===== config.mk =====
export PLATFORM = sky130hd
export DESIGN_NAME = pipe_hazard_ctrl
export DESIGN_NICKNAME = d
export VERILOG_FILES = /design/src/rtl/pipe_hazard_ctrl.sv
export SDC_FILE = /design/constraint.sdc
export NUM_CORES = 1
export LEC_CHECK = 0
export CORE_MARGIN = 2
export CORE_UTILIZATION = 48
export CTS_CLUSTER_DIAMETER = 150
export CTS_CLUSTER_SIZE = 25
export DETAILED_ROUTE_END_ITERATION = 10
export PLACE_DENSITY_LB_ADDON = 0.15
export SYNTH_ARGS = -nofsm -noshare
export SYNTH_HDL_FRONTEND = slang
export SYNTH_SLANG_ARGS = --single-unit

===== constraint.sdc =====
create_clock -name clk -period 4.6 [get_ports clk]
set_clock_uncertainty 0.1 [all_clocks]
set_input_delay 0.46 -clock clk [delete_from_list [all_inputs] [get_ports clk]]
set_output_delay 0.46 -clock clk [all_outputs]
set_load 0.02 [all_outputs]

===== src/rtl/pipe_hazard_ctrl.sv =====
// Stall/flush sequencer for the 5-stage RISC-V pipeline: load-use stalls,
// MEM-stage branch flushes, multi-cycle data-memory waits and a watchdog.
module pipe_hazard_ctrl #(
  parameter int MEM_TIMEOUT = 16,
  parameter int CNT_W       = 32
) (
  input  logic             clk,
  input  logic             reset,
  input  logic [4:0]       IFID_rs1,
  input  logic [4:0]       IFID_rs2,
  input  logic [4:0]       IDEX_rd,
  input  logic             IDEX_MemRead,
  input  logic             EXMEM_Branch,
  input  logic             EXMEM_ZERO,
  input  logic             EXMEM_MemRead,
  input  logic             EXMEM_MemWrite,
  input  logic             dmem_ready,
  output logic             pc_write,
  output logic             pc_src,
  output logic             ifid_write,
  output logic             ifid_flush,
  output logic             idex_flush,
  output logic             idex_write,
  output logic             exmem_write,
  output logic             exmem_flush,
  output logic             memwb_bubble,
  output logic             dmem_req,
  output logic             mem_err,
  output logic [CNT_W-1:0] stall_count,
  output logic [CNT_W-1:0] flush_count
);

  localparam int WAIT_W = (MEM_TIMEOUT < 2) ? 2 : $clog2(MEM_TIMEOUT + 1);
  localparam logic [WAIT_W-1:0] WAIT_LAST = WAIT_W'(MEM_TIMEOUT - 1);
  localparam logic [WAIT_W-1:0] WAIT_ONE  = WAIT_W'(1);
  localparam logic [CNT_W-1:0]  CNT_ONE   = CNT_W'(1);

  typedef enum logic [1:0] {
    ST_RUN      = 2'd0,
    ST_MEM_WAIT = 2'd1,
    ST_ERROR    = 2'd2
  } state_t;

  // A load in ID/EX whose rd feeds the instruction in IF/ID; x0 never hazards.
  function automatic logic load_use_hit(input logic       mem_read,
                                        input logic [4:0] rd,
                                        input logic [4:0] rs1,
                                        input logic [4:0] rs2);
    load_use_hit = mem_read && (rd != 5'd0) && ((rd == rs1) || (rd == rs2));
  endfunction

  state_t            state_r, state_nxt_s;
  logic [WAIT_W-1:0] wait_r, wait_nxt_s;
  logic [CNT_W-1:0]  stall_cnt_r, flush_cnt_r;
  logic              mem_err_r, set_err_s, flush_ev_s;

  logic mem_acc_s, br_taken_s, load_use_s;
  logic pc_write_s, pc_src_s, ifid_write_s, ifid_flush_s, idex_flush_s;
  logic idex_write_s, exmem_write_s, exmem_flush_s, memwb_bubble_s, dmem_req_s;

  assign mem_acc_s  = EXMEM_MemRead | EXMEM_MemWrite;
  assign br_taken_s = EXMEM_Branch & EXMEM_ZERO;
  assign load_use_s = load_use_hit(IDEX_MemRead, IDEX_rd, IFID_rs1, IFID_rs2);

  // Next-state, wait counter and pipeline controls from state and hazards.
  always_comb begin
    state_nxt_s    = state_r;
    wait_nxt_s     = wait_r;
    set_err_s      = 1'b0;
    flush_ev_s     = 1'b0;
    pc_write_s     = 1'b1;
    pc_src_s       = 1'b0;
    ifid_write_s   = 1'b1;
    ifid_flush_s   = 1'b0;
    idex_flush_s   = 1'b0;
    idex_write_s   = 1'b1;
    exmem_write_s  = 1'b1;
    exmem_flush_s  = 1'b0;
    memwb_bubble_s = 1'b0;
    dmem_req_s     = mem_acc_s;

    case (state_r)
      ST_RUN, ST_MEM_WAIT: begin
        if (mem_acc_s && !dmem_ready) begin
          // Freeze everything up to EX/MEM while the access is outstanding.
          pc_write_s     = 1'b0;
          ifid_write_s   = 1'b0;
          idex_write_s   = 1'b0;
          exmem_write_s  = 1'b0;
          memwb_bubble_s = 1'b1;
          if (state_r == ST_RUN) begin
            state_nxt_s = ST_MEM_WAIT;
            wait_nxt_s  = WAIT_ONE;
          end else if (wait_r >= WAIT_LAST) begin
            state_nxt_s = ST_ERROR;
            wait_nxt_s  = wait_r + WAIT_ONE;
            set_err_s   = 1'b1;
          end else begin
            wait_nxt_s  = wait_r + WAIT_ONE;
          end
        end else begin
          state_nxt_s = ST_RUN;
          wait_nxt_s  = '0;
          if (br_taken_s) begin
            pc_src_s      = 1'b1;
            ifid_flush_s  = 1'b1;
            idex_flush_s  = 1'b1;
            exmem_flush_s = 1'b1;
            flush_ev_s    = 1'b1;
          end else if (load_use_s) begin
            pc_write_s   = 1'b0;
            ifid_write_s = 1'b0;
            idex_flush_s = 1'b1;
          end else begin
            pc_src_s = 1'b0;
          end
        end
      end
      ST_ERROR: begin
        pc_write_s     = 1'b0;
        ifid_write_s   = 1'b0;
        idex_write_s   = 1'b0;
        exmem_write_s  = 1'b0;
        memwb_bubble_s = 1'b1;
        dmem_req_s     = 1'b0;
      end
      default: begin
        state_nxt_s    = ST_RUN;
        wait_nxt_s     = '0;
        pc_write_s     = 1'b0;
        ifid_write_s   = 1'b0;
        idex_write_s   = 1'b0;
        exmem_write_s  = 1'b0;
        memwb_bubble_s = 1'b1;
        dmem_req_s     = 1'b0;
      end
    endcase
  end

  // While reset is high the pipeline is held with bubbles in every stage.
  assign pc_write     = reset ? 1'b0 : pc_write_s;
  assign pc_src       = reset ? 1'b0 : pc_src_s;
  assign ifid_write   = reset ? 1'b0 : ifid_write_s;
  assign ifid_flush   = reset ? 1'b1 : ifid_flush_s;
  assign idex_flush   = reset ? 1'b1 : idex_flush_s;
  assign idex_write   = reset ? 1'b0 : idex_write_s;
  assign exmem_write  = reset ? 1'b0 : exmem_write_s;
  assign exmem_flush  = reset ? 1'b1 : exmem_flush_s;
  assign memwb_bubble = reset ? 1'b1 : memwb_bubble_s;
  assign dmem_req     = reset ? 1'b0 : dmem_req_s;

  assign mem_err     = mem_err_r;
  assign stall_count = stall_cnt_r;
  assign flush_count = flush_cnt_r;

  // State, watchdog counter, sticky error and wrapping performance counters.
  always_ff @(posedge clk or posedge reset) begin
    if (reset) begin
      state_r     <= ST_RUN;
      wait_r      <= '0;
      mem_err_r   <= 1'b0;
      stall_cnt_r <= '0;
      flush_cnt_r <= '0;
    end else begin
      state_r   <= state_nxt_s;
      wait_r    <= wait_nxt_s;
      mem_err_r <= mem_err_r | set_err_s;
      if (!pc_write_s && (state_r != ST_ERROR)) begin
        stall_cnt_r <= stall_cnt_r + CNT_ONE;
      end
      if (flush_ev_s) begin
        flush_cnt_r <= flush_cnt_r + CNT_ONE;
      end
    end
  end

endmodule


==> key figures <==
Status
  • Outcome: finished, final reports clean

Pwr
  • Comb pwr share: 0.220
  • Clk pwr share: 0.298
  • Switching portion of total power: 0.301
  • Static leakage: 2.01 nW
  • Total internal power: 0.00108 W
  • Maximum VDD drop: 0.212 mV
  • Pwr Density: 321 nW/um^2
  • Sw power: 0.000467 W
  • Seq pwr share: 0.482

Detailed routing
  • Initial DRT Pass Iterations: 4
  • Initial DRC Count: 102
  • Vias post-DR: 2811
  • Final wirelength: 7.88 mm
  • DR DRC count: 0
  • Via/cell ratio: 5.25
  • Routed Antenna Nets: 0
  • Wire per inst: 14.7 microns

Timing
  • Final setup fails: 0
  • Setup TNS Final: 0 ns
  • Fin. max-slew vios: 0
  • Max_slew headroom: 0.557
  • Fin crit share: 0.708
  • Final Hold Fails: 0
  • RSZ-0062 raised after global routing: false
  • Final min period: 3.26 ns
  • Least-Margin Pin Slew: 0.661 ns
  • Fmax: 307 MHz

Yosys
  • Post-synth EDFFs: 0
  • Yosys top cell area share: 0.497
  • Synth area leader: dfrtp_1
  • Post-Syn Area: 3630 sq um
  • Async S/R FF share, synth: 1.00
  • Post-Synthesis Cells: 332
  • Ranking of synthesized cells by area: dfrtp_1 (50%), xnor2_1 (14%), nand3_1 (4.6%)
  • Seq/Total Area, Yosys: 0.497
  • Syn_area_per_cell: 10.9 sq um
  • Post-Syn Nets: 359
  • Netlist cell types: 41
  • Predominant post-synthesis flop cell: dfrtp_1
  • Post-synth top cells: dfrtp_1 (72), xnor2_1 (58), nand3_1 (33)
  • YS warnings: 0
  • Most numerous cell in the Yosys netlist: dfrtp_1
  • Yosys reg bits: 72

Setup path
  • CP Capture Type: output port
  • WP data required: 4.04 ns
  • CP Launch Type: input port
  • CP max FO: 4
  • CP Data Arrival Time: 2.70 ns
  • Critical path class: input port to output port

Clock tree
  • Clock slew at reported path FFs: 0.08 ns
  • CTS tree: done
  • Clock Sinks: 72
  • Hold-fix buffers, CTS: 0
  • Post_cts resized: 0
  • Clk Latency, worst-skew pair: 0.34 ns
  • Root Driver: clkbuf_8
  • CTS Buf Count: 9
  • Post-CTS setup buffer count: 0
  • Clock buffer depth: 2
  • H-tree depth: 3

GRT
  • Largest net degree at the start of global routing: 54
  • GRT Util Overall: 0.197
  • First-pass GRT wire length: 13.0 mm
  • GRT overflow: 0
  • Number of antenna violations at the first check in global routing: 0
  • Vias in the first global route: 2633

Floorplan
  • Die ar.: 8270 sq um
  • Area of the core: 7290 sq um
  • I/O pin cnt: 98
  • Die Width: 90.9 microns
  • Initial Utilization: 0.497
  • Site row count: 31
  • Die outline height: 90.9 microns

Finish
  • Layout Utilization: 0.661
  • Layout cells sized above 1: 0.0917
  • ANT cells: 0
  • Fill count: 593
  • Synth-to-layout area growth: 33.0%
  • Nets: 458

Hold path
  • Hold WC Path Type: input port to async pin

Place
  • DP HPWL: 5.84 mm
  • I/O Buffers: 97
  • Gpl congestion: 0.815

Job
  • Max_cap viols: 0
-- critical path, stage by stage --
cell	delay (ns)
clkdlybuf4s50_1	0.47
or4_1	0.57
o21ai_2	0.26
nor3_1	0.08
nor2_1	0.17
clkdlybuf4s50_1	0.67
-- cell type report --
class | instances | area [sq um] | share of cell area
inverters | 5 | 18.8 | 0.00389
clock inverters | 4 | 27.5 | 0.00571
clock buffers | 12 | 155 | 0.0322
multi-input cells | 245 | 1720 | 0.356
flip-flops and latches | 72 | 1800 | 0.374
repair buffers | 98 | 978 | 0.203
well taps | 99 | 124 | 0.0257
-- registers in the layout, indices dropped and copies added, names as in the netlist --
name         cells
stall_count     32
flush_count     32
wait_r           5
state_r          2
mem_err          1
-- cells by family (layout without fill, tap and decap cells) --
kind of cell               count (synthesis)  count (layout)  synth area share
AOI/OAI and AO/OA                         15              15            0.0373
xor gates and xnor gates                  73              73             0.176
adders and majority gates                  4               4            0.0138
buffers and inverters                     15             119            0.0297
DFF                                       72              72             0.497
muxes                                      2               2           0.00724
and+or+nand+nor                          151             151             0.239
-- per-layer routing --
layer,share of wire,wire (microns),vias up,global-route usage
met4,0.029,226,0,0.0859
met2,0.48,3750,77,0.313
met5,0,0,-,0
li1,-,-,1349,-
met1,0.45,3540,1367,0.261
met3,0.047,372,18,0.0434
-- cell usage in the layout (no fill, tap or decap), types with 2 or more instances in the layout --
cell,n
and2_1,6
and2_2,2
and3_1,13
and4_1,9
and4_4,2
clkbuf_8,11
clkdlybuf4s50_1,97
clkinv_2,2
dfrtp_1,72
ha_1,4
inv_1,4
nand2_1,28
nand2b_1,2
nand3_1,33
nand4_1,18
nand4_2,3
nor2_1,19
nor3_1,6
nor3_2,3
o21ai_0,5
xnor2_1,58
xor2_1,15
-- final timing paths --
path,start,to,slack [ns],cells past startpoint
setup / recovery,IDEX_rd[1],ifid_write,1.34,6
hold / removal,reset,stall_count[2]$_DFFE_PP0P_,0.37,2
setup reg to reg,state_r[0]$_DFFE_PP0P_,stall_count[27]$_DFFE_PP0P_,2.36,6
hold reg to reg,mem_err$_DFF_PP0_,mem_err$_DFF_PP0_,0.38,1
max in group asynchronous,reset,wait_r[3]$_DFFE_PP0P_,3.02,3
min in group clk,mem_err$_DFF_PP0_,mem_err$_DFF_PP0_,0.38,1
-- power groups by stage --
stage	registers, W	clock network, W	logic (W)
final	0.000747	0.000461	0.000341
after global routing	0.000756	0.000495	0.000368
after CTS	0.000746	0.000468	0.000346
after detailed placement	0.000757	0	0.000343
after global placement	0.000755	0	0.000336
after floorplan	0.000801	0	0.000131
-- through the flow --
step | worst slack, ns | instances | cell area [sq um] | hold slack, ns | total power [W]
global placement | 1.39 | 519 | 4640 | 0.356 | 0.00109
detailed placement | 1.33 | 519 | 4640 | 0.355 | 0.00110
CTS | 1.33 | 535 | 4820 | 0.380 | 0.00156
floorplan | 0.643 | 332 | 3630 | 0.393 | 0.000932
global route | 1.26 | 535 | 4820 | 0.407 | 0.00162
finish | 1.34 | 535 | 4820 | 0.373 | 0.00155
No activity file was read; power rests on OpenSTA's default activity.
